[config.mk]
export PLATFORM = sky130hd
export DESIGN_NAME = dm_cmd_sequencer
export DESIGN_NICKNAME = d
export VERILOG_FILES = /design/src/rtl/dm_pkg.sv /design/src/rtl/dm_cmd_fsm.sv /design/src/rtl/dm_cmd_sequencer.sv
export SDC_FILE = /design/constraint.sdc
export NUM_CORES = 1
export LEC_CHECK = 0
export ABC_AREA = 1
export CAP_MARGIN = 40
export CORE_AREA = 2 2 148 150
export CTS_CLUSTER_DIAMETER = 30
export CTS_CLUSTER_SIZE = 28
export DETAILED_ROUTE_END_ITERATION = 7
export DIE_AREA = 0 0 150 152
export PLACE_DENSITY_LB_ADDON = 0.2
export SKIP_LAST_GASP = 1
export SLEW_MARGIN = 40
export SYNTH_ARGS = -nofsm -noshare
export SYNTH_HDL_FRONTEND = slang
export SYNTH_SLANG_ARGS = --single-unit
export TNS_END_PERCENT = 10
[constraint.sdc]
create_clock -name clk_i -period 2.2 [get_ports clk_i]
set_clock_uncertainty 0.05 [all_clocks]
set_input_delay 0.55 -clock clk_i [delete_from_list [all_inputs] [get_ports clk_i]]
set_output_delay 0.55 -clock clk_i [all_outputs]
set_load 0.05 [all_outputs]
[src/rtl/dm_pkg.sv]
// Shared types and constants for the debug-module abstract-command sequencer.
// CSR addresses are 8-bit; the 7-bit DMI address is zero-extended before compare.
package dm_pkg;

  typedef enum logic [7:0] {
    CSR_DATA0      = 8'h04,
    CSR_DATA11     = 8'h0F,
    CSR_ABSTRACTCS = 8'h16,
    CSR_COMMAND    = 8'h17
  } dm_csr_t;

  typedef enum logic [2:0] {
    CMDERR_NONE       = 3'd0,
    CMDERR_BUSY       = 3'd1,
    CMDERR_NOTSUP     = 3'd2,
    CMDERR_EXCEPTION  = 3'd3,
    CMDERR_HALTRESUME = 3'd4
  } cmderr_e;

  typedef enum logic [1:0] {
    DMI_NOP   = 2'd0,
    DMI_READ  = 2'd1,
    DMI_WRITE = 2'd2,
    DMI_RSVD  = 2'd3
  } dmi_op_e;

  typedef enum logic [1:0] {
    CMD_IDLE = 2'd0,
    CMD_GO   = 2'd1,
    CMD_WAIT = 2'd2
  } cmd_state_e;

  typedef struct packed {
    logic [2:0]  zero_31_29;
    logic [4:0]  progbufsize;
    logic [10:0] zero_23_13;
    logic        busy;
    logic        zero_11;
    logic [2:0]  cmderr;
    logic [3:0]  zero_7_4;
    logic [3:0]  datacount;
  } abstractcs_t;

  localparam logic [7:0] DATA0_ADDR = 8'h04;

endpackage

[src/rtl/dm_cmd_fsm.sv]
// Abstract-command launch FSM: one go pulse per accepted Command, then waits
// for done/exception. Also owns the sticky cmderr field.
module dm_cmd_fsm
  import dm_pkg::*;
(
  input  logic        clk_i,
  input  logic        rst_ni,
  input  logic        cmd_we_i,
  input  logic [31:0] cmd_wdata_i,
  input  logic        busy_err_i,
  input  logic [2:0]  cmderr_w1c_i,
  input  logic        hart_halted_i,
  input  logic        hart_done_i,
  input  logic        hart_exception_i,
  output logic        go_o,
  output logic        busy_o,
  output logic [31:0] cmd_o,
  output cmderr_e     cmderr_o,
  output cmd_state_e  state_o
);

  cmd_state_e  state_q, state_d;
  logic [31:0] cmd_q, cmd_d;
  cmderr_e     cmderr_q, cmderr_d;

  always_ff @(posedge clk_i) begin
    if (!rst_ni) begin
      state_q  <= CMD_IDLE;
      cmd_q    <= '0;
      cmderr_q <= CMDERR_NONE;
    end else begin
      state_q  <= state_d;
      cmd_q    <= cmd_d;
      cmderr_q <= cmderr_d;
    end
  end

  always_comb begin
    state_d  = state_q;
    cmd_d    = cmd_q;
    cmderr_d = cmderr_q;
    go_o     = 1'b0;
    busy_o   = 1'b0;
    unique case (state_q)
      CMD_IDLE: begin
        cmderr_d = cmderr_e'(cmderr_q & ~cmderr_w1c_i);
        // A pending error blocks new commands until software clears it.
        if (cmd_we_i && (cmderr_q == CMDERR_NONE)) begin
          if (cmd_wdata_i[31:24] != 8'h00) begin
            cmderr_d = CMDERR_NOTSUP;
          end else if (!hart_halted_i) begin
            cmderr_d = CMDERR_HALTRESUME;
          end else begin
            cmd_d   = cmd_wdata_i;
            state_d = CMD_GO;
          end
        end
      end
      CMD_GO: begin
        go_o    = 1'b1;
        busy_o  = 1'b1;
        state_d = CMD_WAIT;
        if (busy_err_i && (cmderr_q == CMDERR_NONE)) cmderr_d = CMDERR_BUSY;
      end
      CMD_WAIT: begin
        busy_o = 1'b1;
        if (hart_exception_i) begin
          if (cmderr_q == CMDERR_NONE) cmderr_d = CMDERR_EXCEPTION;
          state_d = CMD_IDLE;
        end else begin
          if (busy_err_i && (cmderr_q == CMDERR_NONE)) cmderr_d = CMDERR_BUSY;
          if (hart_done_i) state_d = CMD_IDLE;
        end
      end
      default: state_d = CMD_IDLE;
    endcase
  end

  assign cmd_o    = cmd_q;
  assign cmderr_o = cmderr_q;
  assign state_o  = state_q;

endmodule

[src/rtl/dm_cmd_sequencer.sv]
// Debug-module abstract-command controller: Data/AbstractCS/Command CSRs,
// the DMI request/response port and the hart-side data write path.
module dm_cmd_sequencer
  import dm_pkg::*;
#(
  parameter int DATA_COUNT = 2
) (
  input  logic        clk_i,
  input  logic        rst_ni,
  input  logic        dmi_req_valid_i,
  output logic        dmi_req_ready_o,
  input  logic [6:0]  dmi_req_addr_i,
  input  logic [1:0]  dmi_req_op_i,
  input  logic [31:0] dmi_req_data_i,
  output logic        dmi_resp_valid_o,
  input  logic        dmi_resp_ready_i,
  output logic [31:0] dmi_resp_data_o,
  output logic        go_o,
  output logic [31:0] cmd_o,
  input  logic        hart_halted_i,
  input  logic        hart_done_i,
  input  logic        hart_exception_i,
  input  logic        hart_data_we_i,
  input  logic [3:0]  hart_data_idx_i,
  input  logic [31:0] hart_data_i,
  output logic        busy_o
);

  logic [7:0]  addr_ext;
  logic [3:0]  data_idx;
  logic        is_data, is_acs, is_cmd, is_csr, is_rd, is_wr;
  logic        req_fire, cmd_we, busy_err;
  logic [2:0]  cmderr_w1c;
  logic        resp_valid_q, resp_valid_d;
  logic [31:0] resp_data_q, resp_data_d;
  logic [31:0] data_q [DATA_COUNT];
  logic [31:0] data_d [DATA_COUNT];
  cmderr_e     cmderr;
  cmd_state_e  fsm_state;
  abstractcs_t acs;

  assign addr_ext = {1'b0, dmi_req_addr_i};
  assign data_idx = 4'(addr_ext - DATA0_ADDR);
  assign is_data  = (addr_ext >= DATA0_ADDR) && (addr_ext < (DATA0_ADDR + 8'(DATA_COUNT)));
  assign is_acs   = (addr_ext == CSR_ABSTRACTCS);
  assign is_cmd   = (addr_ext == CSR_COMMAND);
  assign is_csr   = is_data | is_acs | is_cmd;
  assign is_rd    = (dmi_req_op_i == DMI_READ);
  assign is_wr    = (dmi_req_op_i == DMI_WRITE);

  // Handshake: a request transfers when valid & ready; ready is low while a
  // response is held, so at most one request is outstanding. A response
  // transfers when resp_valid & resp_ready and frees ready for the next cycle.
  assign dmi_req_ready_o  = rst_ni & ~resp_valid_q;
  assign req_fire         = dmi_req_valid_i & dmi_req_ready_o;
  assign dmi_resp_valid_o = resp_valid_q;
  assign dmi_resp_data_o  = resp_data_q;

  assign busy_err   = req_fire & is_csr & (is_rd | is_wr) & busy_o;
  assign cmd_we     = req_fire & is_cmd & is_wr & ~busy_o;
  assign cmderr_w1c = (req_fire && is_acs && is_wr && !busy_o) ? dmi_req_data_i[10:8] : 3'b000;

  always_comb begin
    acs             = '0;
    acs.progbufsize = 5'd0;
    acs.busy        = busy_o;
    acs.cmderr      = cmderr;
    acs.datacount   = 4'(DATA_COUNT);
  end

  always_comb begin
    data_d       = data_q;
    resp_valid_d = resp_valid_q;
    resp_data_d  = resp_data_q;
    if ((fsm_state == CMD_WAIT) && hart_data_we_i) begin
      for (int i = 0; i < DATA_COUNT; i++) begin
        if (hart_data_idx_i == 4'(i)) data_d[i] = hart_data_i;
      end
    end
    if (req_fire) begin
      resp_valid_d = 1'b1;
      resp_data_d  = '0;
      if (!busy_o && is_rd) begin
        if (is_acs) resp_data_d = acs;
        for (int i = 0; i < DATA_COUNT; i++) begin
          if (is_data && (data_idx == 4'(i))) resp_data_d = data_q[i];
        end
      end
      if (!busy_o && is_wr && is_data) begin
        for (int i = 0; i < DATA_COUNT; i++) begin
          if (data_idx == 4'(i)) data_d[i] = dmi_req_data_i;
        end
      end
    end else if (resp_valid_q && dmi_resp_ready_i) begin
      resp_valid_d = 1'b0;
    end
  end

  always_ff @(posedge clk_i) begin
    if (!rst_ni) begin
      resp_valid_q <= 1'b0;
      resp_data_q  <= '0;
      for (int i = 0; i < DATA_COUNT; i++) data_q[i] <= '0;
    end else begin
      resp_valid_q <= resp_valid_d;
      resp_data_q  <= resp_data_d;
      data_q       <= data_d;
    end
  end

  dm_cmd_fsm u_cmd_fsm (
    .clk_i            (clk_i),
    .rst_ni           (rst_ni),
    .cmd_we_i         (cmd_we),
    .cmd_wdata_i      (dmi_req_data_i),
    .busy_err_i       (busy_err),
    .cmderr_w1c_i     (cmderr_w1c),
    .hart_halted_i    (hart_halted_i),
    .hart_done_i      (hart_done_i),
    .hart_exception_i (hart_exception_i),
    .go_o             (go_o),
    .busy_o           (busy_o),
    .cmd_o            (cmd_o),
    .cmderr_o         (cmderr),
    .state_o          (fsm_state)
  );

endmodule

==> impl_metrics.env <==
export IMPL_numCtsBuffers=17
export IMPL_drt_iter0_markers=386
export IMPL_grt_util_all_layers=0.182
export IMPL_syn_num_nets=1020
export IMPL_grt_overflow=0
export IMPL_power_density_nw_per_um2=739
export IMPL_cpPeakStageDelay_ns=0.82
export IMPL_die_area_um2=22800
export IMPL_critical_path_top_delay_family="buffers and inverters"
export IMPL_multi_input_area_um2=3000
export IMPL_cp_required_ns=1.60
export IMPL_rr_worst_depth=10
export IMPL_tightest_slew_ns=0.538
export IMPL_finalSetupViolCount=3
export IMPL_reg2reg_to="data_q[63]"
export IMPL_area_delta_synth_final_pct=41.6
export IMPL_wl_per_cell_um=14.9
export IMPL_ys_types=26
export IMPL_portBuffers=152
export IMPL_grt_pass1_vias=5856
export IMPL_vdd_ir_drop_worst_v=0.000478
export IMPL_r2r_start="u_cmd_fsm.state_o[0]"
export IMPL_drtAntennaViolNets=0
export IMPL_cts_tree="yes"
export IMPL_dpl_hpwl_um=13900
export IMPL_fin_crit_ns=2.21
export IMPL_clock_sinks=134
export IMPL_violations="setup timing"
export IMPL_total_leakage_power_uw=0.00367
export IMPL_clockRootBuffer="clkbuf_16"
export IMPL_cp_num_cells=1
export IMPL_place_congestion=0.830
export IMPL_vias_per_cell=4.57
export IMPL_synth_area_per_cell_um2=6.79
export IMPL_hold_path_class="flip-flop to flip-flop"
export IMPL_finalHoldViolCount=0
export IMPL_drc=0
export IMPL_holdWs_ns=0.388
export IMPL_wirelength_um=20500
export IMPL_grt_pass1_wl_um=32100
export IMPL_setup_ws_ns=-0.0124
export IMPL_fin_crit_sh=1.01
export IMPL_cp_num_buf_inv=1
export IMPL_ys_ff_latch=134
export IMPL_max_cap_violations=0
export IMPL_coreArea_um2=21400
export IMPL_htreeDepth=4
export IMPL_syn_area_um2=6300
export IMPL_yosysWarnings=0
export IMPL_area_sequential_um2=2680
export IMPL_insertedDiodeCount=0
export IMPL_startpoint="u_cmd_fsm.cmd_o[9]"
export IMPL_drive_gt1_frac=0.0977
export IMPL_p_total_uw=6590
export IMPL_grt_max_degree=99
export IMPL_clk_pin_slew_ns=0.06
export IMPL_rsz0062_at_grt="true"
export IMPL_die_h_um=152
export IMPL_fp_dieW_um=150
export IMPL_utilization=0.418
export IMPL_clk_path_buf_depth=2
export IMPL_vias=6287
export IMPL_report_final_slew_viol_count=0
export IMPL_maxSlewHeadroom=0.640
export IMPL_crit_path_cell_trace="clkdlybuf4s50_1"
export IMPL_antenna_found_initial=0
export IMPL_path_max_fanout=2
export IMPL_cp_arrival_ns=1.61
export IMPL_r2r_slack_ns=0.13
export IMPL_pin_count=153
export IMPL_timing_fmax_mhz=452
export IMPL_dp_cells=1343
export IMPL_initial_core_util=0.295
export IMPL_slowest_stage="clkdlybuf4s50_1"
export IMPL_end_kind="primary output"
export IMPL_ys_seq_area_frac=0.426
export IMPL_synthCells=928
export IMPL_nets=1174
export IMPL_worstSetupEndpoint="cmd_o[9]"
export IMPL_layout_cells_non_filler=1375
export IMPL_fin_setup_tns_ns=-0.0158
export IMPL_status="finished, violations left"
export IMPL_crit_type="flip-flop to primary output"
export IMPL_n_fill_cell=2287
export IMPL_rows=54
export IMPL_insertion_delay_ns=0.42
export IMPL_crit_path_start_kind="flip-flop"
export IMPL_dr_pass1_iters=5
[logic make-up after synthesis]
kind of cell	Yosys count	synth area share
AO/OA/AOI/OAI	228	0.195
AND/OR/NAND/NOR	407	0.264
adder cells (fa/ha/maj)	7	0.0139
buffers and inverters	152	0.102
flip-flops	134	0.426
[report_power, final]
group	switching [uW]	total [uW]	leakage, uW	internal, uW
logic	720	1180	0.00229	463
clock network	1060	2910	0.000299	1850
registers	32.5	2500	0.00108	2460
[timing repair]
action,4_1_cts,5_1_grt
setup endpoints to repair,9,76
hold buffers,0,0
setup buffers,0,0
resized for setup,1,3
[area by class of cell]
type / count / share of cell area
flip-flops and latches: 134 / 0.301
multi-input cells: 642 / 0.336
inverters: 92 / 0.0389
repair buffers: 195 / 0.217
clock inverters: 7 / 0.0102
well taps: 280 / 0.0393
clock buffers: 25 / 0.0578
[flip-flops by register name (all words and copies together) (netlist names)]
signal              flops
u_cmd_fsm.cmd_o        32
u_cmd_fsm.cmderr_o      3
dmi_resp_valid_o        1
dmi_resp_data_o        32
data_q                 64
u_cmd_fsm.state_o       2
[cell usage in the layout, fill, tap and decap left out, types with 4 or more instances in the layout]
master,count
inv_2,4
clkbuf_8,6
nand2_1,286
ha_1,7
a21oi_1,95
clkinv_2,4
inv_1,85
dfxtp_1,134
nand3_1,13
nor2_1,71
nand4_1,25
clkbuf_16,17
a211oi_1,32
o21ai_1,28
clkdlybuf4s50_1,132
buf_12,11
o21ai_0,71
buf_4,50
[routing by layer]
metal,global-route usage,wire [um],part of all wire
met1,0.243,9760,0.48
met2,0.289,9290,0.45
met3,0.0435,1010,0.049
met4,0.0584,412,0.020
met5,0,0,0
[Yosys cell counts]
master / count / area, um^2
nand3_1: 14 / 70.1
ha_1: 7 / 87.6
clkbuf_1: 33 / 124
nand2_1: 286 / 1070
o21ai_0: 71 / 355
nand3_2: 2 / 20.0
nor3_4: 1 / 16.3
nor2_1: 73 / 274
dfxtp_1: 134 / 2680
buf_2: 17 / 85.1
nand4_1: 25 / 156
nor2_2: 2 / 12.5
buf_1: 1 / 3.75
o31ai_1: 2 / 15.0
a21oi_1: 95 / 475
a211oi_1: 32 / 240
nor3_1: 1 / 5.00
o21ai_1: 28 / 140
inv_2: 5 / 18.8
clkinv_1: 2 / 7.51
nor2_4: 1 / 11.3
buf_4: 4 / 30.0
buf_6: 5 / 56.3
inv_1: 85 / 319
nor3_2: 1 / 10.0
nand3b_2: 1 / 11.3
[stage by stage]
stage               setup WS [ns]  instance area [um^2]
floorplan                  0.0277                  6300
global placement           -0.172                  8300
detailed placement         -0.196                  8300
CTS                       -0.0384                  8910
global route              -0.0522                  8920
finish                    -0.0124                  8920
[how the worst min path moves through the flow]
stage               slack, ns                   end                 start  depth (start not counted)
detailed placement       0.38   u_cmd_fsm.cmd_o[25]   u_cmd_fsm.cmd_o[25]                          2
global route             0.41   u_cmd_fsm.cmd_o[24]   u_cmd_fsm.cmd_o[24]                          2
floorplan                0.45  u_cmd_fsm.state_o[1]  u_cmd_fsm.state_o[1]                          2
CTS                      0.39   u_cmd_fsm.cmd_o[25]   u_cmd_fsm.cmd_o[25]                          2
global placement         0.38   u_cmd_fsm.cmd_o[28]   u_cmd_fsm.cmd_o[28]                          2
finish                   0.39   u_cmd_fsm.cmd_o[28]   u_cmd_fsm.cmd_o[28]                          2
Note: power is estimated with default switching activity, not from simulation.
